--- config.mk ---
export PLATFORM = sky130hd
export DESIGN_NAME = fas_serial
export DESIGN_NICKNAME = d
export VERILOG_FILES = /design/src/rtl/fas_pkg.sv /design/src/rtl/fas.sv /design/src/rtl/fas_digit.sv /design/src/rtl/fas_serial.sv
export SDC_FILE = /design/constraint.sdc
export NUM_CORES = 1
export LEC_CHECK = 0
export BUFFER_PORTS_ARGS = -buffer_cell sky130_fd_sc_hd__buf_2
export CAP_MARGIN = 0
export CORE_ASPECT_RATIO = 0.8
export CORE_MARGIN = 4
export CORE_UTILIZATION = 37
export DETAILED_ROUTE_END_ITERATION = 7
export PLACE_DENSITY = 0.59
export SYNTH_ARGS = -nofsm -noshare
export SYNTH_HDL_FRONTEND = slang
export SYNTH_SLANG_ARGS = --single-unit
--- constraint.sdc ---
create_clock -name clk -period 3.3 [get_ports clk]
set_input_delay 0.495 -clock clk [delete_from_list [all_inputs] [get_ports clk]]
set_output_delay 0.495 -clock clk [all_outputs]
set_load 0.01 [all_outputs]
--- src/rtl/fas_pkg.sv ---
// fas_pkg: shared definitions for the serial full adder/subtractor.
//   state_e     - control FSM states (IDLE, RUN)
//   num_digits  - K = WIDTH/DIGIT, the number of RUN cycles per operation
//   cnt_width   - width of a counter that can hold 0..K
package fas_pkg;

    typedef enum logic {
        IDLE = 1'b0,
        RUN  = 1'b1
    } state_e;

    function automatic int unsigned num_digits(input int unsigned width,
                                               input int unsigned digit);
        return width / digit;
    endfunction

    function automatic int unsigned cnt_width(input int unsigned width,
                                              input int unsigned digit);
        return $clog2(num_digits(width, digit) + 1);
    endfunction

endpackage

--- src/rtl/fas.sv ---
// fas: single-bit full adder/subtractor cell.
//   a, b  - operand bits
//   cin   - carry in
//   a_ns  - 1 = add, 0 = subtract (b is inverted inside the cell)
//   s     - sum bit
//   cout  - carry out
module fas (
    input  logic a,
    input  logic b,
    input  logic cin,
    input  logic a_ns,
    output logic s,
    output logic cout
);

    logic b_eff;

    assign b_eff = b ^ ~a_ns;
    assign s     = a ^ b_eff ^ cin;
    assign cout  = (a & b_eff) | (cin & (a ^ b_eff));

endmodule

--- src/rtl/fas_digit.sv ---
// fas_digit: combinational DIGIT-bit ripple slice built from fas cells.
//   a, b   - DIGIT-bit operand slices (b arrives already inverted for subtract)
//   cin    - carry into bit 0
//   sum    - DIGIT-bit result slice
//   cout   - carry out of bit DIGIT-1
//   c_msb  - carry into bit DIGIT-1, used for signed overflow on the last slice
module fas_digit #(
    parameter int unsigned DIGIT = 1
) (
    input  logic [DIGIT-1:0] a,
    input  logic [DIGIT-1:0] b,
    input  logic             cin,
    output logic [DIGIT-1:0] sum,
    output logic             cout,
    output logic             c_msb
);

    logic [DIGIT:0] c;

    assign c[0] = cin;

    for (genvar i = 0; i < DIGIT; i++) begin : g_bit
        // The slice always adds: subtract mode is folded into b at accept.
        fas u_fas (
            .a    (a[i]),
            .b    (b[i]),
            .cin  (c[i]),
            .a_ns (1'b1),
            .s    (sum[i]),
            .cout (c[i+1])
        );
    end

    assign cout  = c[DIGIT];
    assign c_msb = c[DIGIT-1];

endmodule

--- src/rtl/fas_serial.sv ---
// fas_serial: digit-serial WIDTH-bit adder/subtractor, DIGIT bits per clock,
// LSB first, K = WIDTH/DIGIT cycles per operation.
//   clk, rst        - clock, synchronous active-high reset
//   start           - operation request
//   a, b, cin, a_ns - operands, carry-in and mode (1 = add, 0 = subtract)
//   ready           - a start on this edge will be accepted
//   done            - one-cycle pulse, s/cout/ovf valid
//   s, cout, ovf    - result, carry out of MSB, signed overflow
//   state_dbg       - current FSM state
//
// Handshake: an operation is accepted on a rising edge where start=1 and
// ready=1; a, b, cin and a_ns are captured on that edge only. ready is low
// for the K RUN cycles that follow, during which start is ignored (no
// queueing). done pulses for the single cycle after the last RUN edge, and
// ready is already high in that cycle so a new start can be accepted
// back-to-back. s, cout and ovf change only on the done edge and hold until
// the next done or reset.
module fas_serial
    import fas_pkg::*;
#(
    parameter int unsigned WIDTH = 16,
    parameter int unsigned DIGIT = 1
) (
    input  logic             clk,
    input  logic             rst,
    input  logic             start,
    input  logic [WIDTH-1:0] a,
    input  logic [WIDTH-1:0] b,
    input  logic             cin,
    input  logic             a_ns,
    output logic             ready,
    output logic             done,
    output logic [WIDTH-1:0] s,
    output logic             cout,
    output logic             ovf,
    output state_e           state_dbg
);

    if (WIDTH < 2) begin : g_bad_width
        $error("fas_serial: WIDTH must be at least 2");
    end
    if (DIGIT == 0 || (WIDTH % DIGIT) != 0) begin : g_bad_digit
        $error("fas_serial: DIGIT must divide WIDTH");
    end

    localparam int unsigned K  = num_digits(WIDTH, DIGIT);
    localparam int unsigned CW = cnt_width(WIDTH, DIGIT);
    localparam logic [CW-1:0] LAST = CW'(K - 1);

    state_e           state_q, state_d;
    logic [WIDTH-1:0] a_q, a_d;
    logic [WIDTH-1:0] b_q, b_d;
    logic             carry_q, carry_d;
    logic [CW-1:0]    cnt_q, cnt_d;
    logic [WIDTH-1:0] acc_q, acc_d;
    logic [WIDTH-1:0] s_q, s_d;
    logic             cout_q, cout_d;
    logic             ovf_q, ovf_d;
    logic             done_q, done_d;

    logic [DIGIT-1:0] dig_sum;
    logic             dig_cout;
    logic             dig_cmsb;
    logic [WIDTH-1:0] acc_shift;

    fas_digit #(.DIGIT(DIGIT)) u_digit (
        .a     (a_q[DIGIT-1:0]),
        .b     (b_q[DIGIT-1:0]),
        .cin   (carry_q),
        .sum   (dig_sum),
        .cout  (dig_cout),
        .c_msb (dig_cmsb)
    );

    // New digits enter from the MSB side so that after K shifts the first
    // (least significant) digit has reached bit 0.
    if (DIGIT == WIDTH) begin : g_one_digit
        assign acc_shift = dig_sum;
    end else begin : g_multi_digit
        assign acc_shift = {dig_sum, acc_q[WIDTH-1:DIGIT]};
    end

    always_comb begin
        state_d = state_q;
        a_d     = a_q;
        b_d     = b_q;
        carry_d = carry_q;
        cnt_d   = cnt_q;
        acc_d   = acc_q;
        s_d     = s_q;
        cout_d  = cout_q;
        ovf_d   = ovf_q;
        done_d  = 1'b0;
        case (state_q)
            IDLE: begin
                if (start) begin
                    a_d     = a;
                    b_d     = a_ns ? b : ~b;
                    carry_d = cin;
                    cnt_d   = '0;
                    state_d = RUN;
                end
            end
            RUN: begin
                a_d     = a_q >> DIGIT;
                b_d     = b_q >> DIGIT;
                carry_d = dig_cout;
                acc_d   = acc_shift;
                cnt_d   = cnt_q + 1'b1;
                if (cnt_q == LAST) begin
                    s_d     = acc_shift;
                    cout_d  = dig_cout;
                    // Signed overflow: carry into the MSB differs from carry out.
                    ovf_d   = dig_cout ^ dig_cmsb;
                    done_d  = 1'b1;
                    state_d = IDLE;
                end
            end
            default: state_d = IDLE;
        endcase
    end

    always_ff @(posedge clk) begin
        if (rst) begin
            state_q <= IDLE;
            a_q     <= '0;
            b_q     <= '0;
            carry_q <= 1'b0;
            cnt_q   <= '0;
            acc_q   <= '0;
            s_q     <= '0;
            cout_q  <= 1'b0;
            ovf_q   <= 1'b0;
            done_q  <= 1'b0;
        end else begin
            state_q <= state_d;
            a_q     <= a_d;
            b_q     <= b_d;
            carry_q <= carry_d;
            cnt_q   <= cnt_d;
            acc_q   <= acc_d;
            s_q     <= s_d;
            cout_q  <= cout_d;
            ovf_q   <= ovf_d;
            done_q  <= done_d;
        end
    end

    assign ready     = (state_q == IDLE);
    assign done      = done_q;
    assign s         = s_q;
    assign cout      = cout_q;
    assign ovf       = ovf_q;
    assign state_dbg = state_q;

endmodule

== After elaboration in Yosys (flattened, before gate mapping) ==
Cells that the tools add are included.
Storage, ports and cells
  flip-flop bits (word level): 74
  input port bits: 37
  output and inout bits: 21
  word-level logic and storage cells: 36
Operators by class
  add/subtract/negate cells: 1
  equality and inequality tests: 2
  muxes and demuxes: 13
  bitwise operators: 8
  reduce and logical (&&, ||, !) cells: 2
Operators with widths (count)
  $pmux 16 s2: 2
  $mux 16: 3
  $not 16->16: 1
  $pmux 5 s2: 1
  $add 5x1->5 const B: 1
  $eq 5x4->1 const B: 1
  $mux 5: 1
  $mux 1: 4
  $pmux 1 s2: 2
  $xor 1x1->1: 3
  $and 1x1->1: 2
  $ne 2x2->1 const B: 1
  $reduce_and 2->1: 1
  $reduce_or 2->1: 1
  $not 1->1: 1
  $or 1x1->1: 1

== Longest topological paths before layout ==
  depth after elaboration: 4
  mapped depth: 7
  depth with buffers taken out: 6

== Cells and area by module ==
A second synthesis with hierarchy kept.
Unflattened totals
  cell total of the unflattened synthesis: 368
  area total of the unflattened synthesis: 3345.7 um^2
Modules (own cells, without submodules)
  fas_serial: times used 1, cells each 360, area each 3290.7 um^2, seq. area each 1461.4 um^2
  fas: times used 1, cells each 6, area each 43.8 um^2, seq. area each 0.0 um^2
  fas_digit: times used 1, cells each 2, area each 11.3 um^2, seq. area each 0.0 um^2

== Worst setup path after synthesis ==
No wires, ideal clock.
  path type: reg-to-reg
  from: register cnt_q[0]
  to: register ovf_q, in the netlist ovf
  library setup time: 0.086 ns
  arrival: 1.385 ns
  data required time: 3.214 ns
  slack: 1.829 ns
  cell stages (with the launch flop): 7
  buffers on the path: 1
  period minus slack after synthesis: 1.471 ns
  cells stage by stage: dfxtp_1 > ha_1 > and3_1 > ha_1 > and2_1 > buf_2 > a211oi_1
Between the ends
  longest elaborated chain between the ends: 2
RTL lines
  from (decl): line fas_serial.sv:54  | logic [CW-1:0] cnt_q, cnt_d;
  from (signal assigned): line fas_serial.sv:140  | cnt_q <= cnt_d;
  $eq 5x4->1: line fas_serial.sv:110  | if (cnt_q == LAST) begin
  $reduce_and 2->1 (no source line)
  to (signal assigned): line fas_serial.sv:144  | ovf_q <= ovf_d;
  to (decl): line fas_serial.sv:58  | logic ovf_q, ovf_d;
Every way passes these cells.
A chain may end at the register's enable or synchronous reset.

== Worst setup path in the final report ==
  from: register state_q, in the netlist state_dbg
  to: output port state_dbg
RTL lines
  from (decl): line fas_serial.sv:50  | state_e state_q, state_d;
  from (signal assigned): line fas_serial.sv:136  | state_q <= state_d;
  to (decl): line fas_serial.sv:36  | output state_e state_dbg
No word-level cell between the ends.

==> flow_summary_export.csv <==
group,metric,value,unit
outcome,status,"finished, final reports clean",
power_and_ir_drop,clkPwrFrac,0.453,
grt,antenna_found_initial,0,
routing,drt_iter0_drc,112,
worst_setup_path,timing.critical_path.fanout_max,46,
floorplan,fp-row-count,30,
floorplan,floorplan.core_area,8633,sq um
sta,total_negative_setup_slack,0,ns
power_and_ir_drop,power.ir.vdd_worst,0.3405,mV
sta,max_slew.worst_pin.slew,0.9505,ns
cts,cts_buffers,9,
routing,routedWlPerCell,12.58,microns
sta,clock_skew,0.005049,ns
grt,grt-ovfl-total,0,
power_and_ir_drop,power.net_switching,488.4,uW
worst_setup_path,crit_buf_inv,2,
cells_and_area,layout.cells.non_filler,520,
sta,slew-limit-headroom,0.3664,
worst_setup_path,required_worst_endpoint,2.80,ns
min_path,holdCritPathClass,"in2reg",
sta,rsz0062_at_grt,"false",
cells_and_area,layout.filler_cells,859,
power_and_ir_drop,power_frac_comb,0.100,
synthesis,yosys_most_used_dff,"dfxtp_1",
cts,clock_tree.buffer_depth,2,
power_and_ir_drop,swShare,0.2317,
synthesis,synth_edf_count,0,
cts,cts.sinks,73,
sta,finalWorstSetupSlack,1.108,ns
sta,post-route-min-period,2.192,ns
cts,insertion_delay,0.33,ns
worst_setup_path,setup_cp_type,"reg2out",
cts,post-cts-setup-buffers,0,
routing,firstDrtPassIters,4,
routing,postRouteWirelength,6543,microns
cells_and_area,layout.nets,444,
worst_setup_path,worstSetupStartpointType,"flop",
routing,final_antenna_net_count,0,
synthesis,synth_seq_cells,73,
worst_setup_path,ff2ff_setup_slack,1.44,ns
synthesis,netlist.area_leader.share,0.4396,
cts,cts.repair.resized,0,
routing,dr_total_vias,2453,
worst_setup_path,critical_path_cell_sequence,"buf_4 -> buf_2",
grt,grt_max_degree,49,
cells_and_area,syn_to_final_growth,16.18,%
worst_setup_path,critical_path.top_delay_family,"buffers and inverters",
cells_and_area,drive_gt1_frac,0.2966,
routing,drcViolationCount,0,
synthesis,synth_async_sr_flop_share,0,
grt,via_count_of_the_first_global_routing_pass,2451,
sta,maximum_operating_frequency,456.2,MHz
power_and_ir_drop,power.leakage,0.001554,uW
worst_setup_path,max_stage_delay,0.59,ns
floorplan,boundary_pin_count,58,
grt,grt.total_usage,0.1338,
worst_setup_path,critPathSlowestCell,"dfxtp_2",
synthesis,synth_area,3324,sq um
worst_setup_path,timing.critical_path.arrival,1.70,ns
sta,setup_viol,0,
grt,wire_length_of_the_first_global_routing_pass,11360,microns
synthesis,synth_commonest_cells,"nand2_1 (82), dfxtp_1 (73), a21oi_1 (44)",
synthesis,ys_warn_count,0,
sta,final-max-slew-violation-count,0,
synthesis,yosys.area.top_type,"dfxtp_1",
floorplan,floorplan.initialDensity,0.3851,
sta,timing_hold_violations_final,0,
place,gpl.final_weighted_congestion,0.7136,
synthesis,avgSynthCellArea,9.235,sq um
place,port_buffers,57,
synthesis,synth_top_cells_by_area,"dfxtp_1 (44%), nand2_1 (9.3%), a21oi_1 (6.6%)",
cts,htree_num_levels,3,
cts,root_buffer,"clkbuf_16",
power_and_ir_drop,internal_power,1620,uW
worst_setup_path,worstSetupEndpointType,"output pin",
power_and_ir_drop,powerDensity,545.8,nW/um^2
flow_run,cap_viol_max_count,0,
synthesis,syn-num-nets,401,
floorplan,die_height,92.78,microns
cts,clock_pin_transition_on_the_worst_setup_and_hold_timing_paths,0.05,ns
power_and_ir_drop,share_of_power_burned_in_registers,0.447,
synthesis,cell_variety_after_synth,33,
place,dp.final_hpwl,4206,microns
sta,post_route_clock_period_utilization,0.6643,
cts,cts_hold_buffers,0,
synthesis,yosysSeqAreaShare,0.4396,
floorplan,die_area,10570,sq um
synthesis,yosysMostFrequentCell,"nand2_1",
cells_and_area,antenna_cells_inserted,0,
routing,via_per_inst,4.717,
floorplan,die_width,114.0,microns
synthesis,netlist_instances,360,
cts,tritoncts,"yes",
place,post-place-cells,504,
place,pre_cts_ws,1.399,ns
==> area by class of cell <==
type,count,area [sq um],area share
Clock buffer,13,250.2,0.06479
Sequential cell,73,1463,0.3787
Inverter,4,17.52,0.004535
Multi-Input combinational cell,255,1644,0.4257
Tap cell,112,140.1,0.03628
Timing Repair Buffer,60,307.8,0.07969
Clock inverter,3,40.04,0.01037
==> registers in the layout, summed over array words and instances (netlist names) <==
name and cells:
a_q 16, acc_q 15, b_q 16, carry_q 1, cnt_q 5, cout 1, done 1, ovf 1
s 16, state_dbg 1
==> placed cells by master (no fill, tap or decap), types with 2 or more instances in the layout <==
master | synthesis | final
a21oi_2 | 8 | 8
nor2_1 | 35 | 35
inv_1 | 2 | 2
buf_4 | 6 | 3
mux2i_1 | 17 | 17
clkbuf_1 | 3 | 3
a211oi_1 | 3 | 3
nand2_1 | 82 | 82
dfxtp_1 | 73 | 72
mux2_4 | 8 | 8
mux2_2 | 8 | 8
a21oi_1 | 44 | 44
clkinv_2 | 0 | 2
a211oi_2 | 15 | 15
ha_1 | 3 | 3
nor3_2 | 2 | 2
nor3b_2 | 3 | 3
buf_2 | 10 | 57
clkbuf_16 | 0 | 9
xnor2_1 | 17 | 17
==> routing by layer <==
| metal | up-vias | track usage | share of wire |
|---|---|---|---|
| met5 | - | 0 | 0 |
| met2 | 46 | 0.2130 | 0.44 |
| li1 | 1275 | - | - |
| met3 | 8 | 0.05748 | 0.062 |
| met4 | 0 | 0.04154 | 0.012 |
| met1 | 1124 | 0.1635 | 0.49 |
==> power by group through the flow <==
stage,registers [uW],clock network (uW),logic [uW]
floorplan,950,0,185
global placement,959,0,212
detailed placement,961,0,214
CTS,942,984,215
global route,947,1010,239
finish,941,955,211
==> tightest hold or removal path, cell delays in order <==
cell     delay (ns)
buf_2          0.07
mux2i_1        0.07
nor3_2         0.09
==> final timing paths <==
path,endpoint,from,cells after the start
max reg2reg,s[13],cnt_q[0],6
max,state_dbg,state_dbg,2
min reg2reg,s[2],s[2],2
min,a_q[15],a[15],3
==> metrics by stage <==
| step | util | power [uW] | hold WS (ns) | area (sq um) |
|---|---|---|---|---|
| floorplan | - | 1135 | 0.4294 | 3324 |
| finish | 0.4474 | 2108 | 0.4472 | 3862 |
| global placement | 0.4138 | 1171 | 0.4420 | 3572 |
| detailed placement | 0.4138 | 1175 | 0.4439 | 3572 |
| CTS | 0.4474 | 2140 | 0.4382 | 3862 |
| global route | 0.4474 | 2197 | 0.4616 | 3862 |
==> logic make-up (layout without fill, tap and decap cells) <==
| family | count (synthesis) | after routing | synth area share |
|---|---|---|---|
| compound gates | 72 | 72 | 0.1547 |
| xor+xnor | 18 | 18 | 0.04742 |
| fa+ha+maj | 4 | 4 | 0.01731 |
| buf+inv | 32 | 80 | 0.06586 |
| flops | 73 | 73 | 0.4396 |
| mux | 33 | 33 | 0.1144 |
| simple gates | 128 | 128 | 0.1607 |
Power figures use the tool's default switching activity.
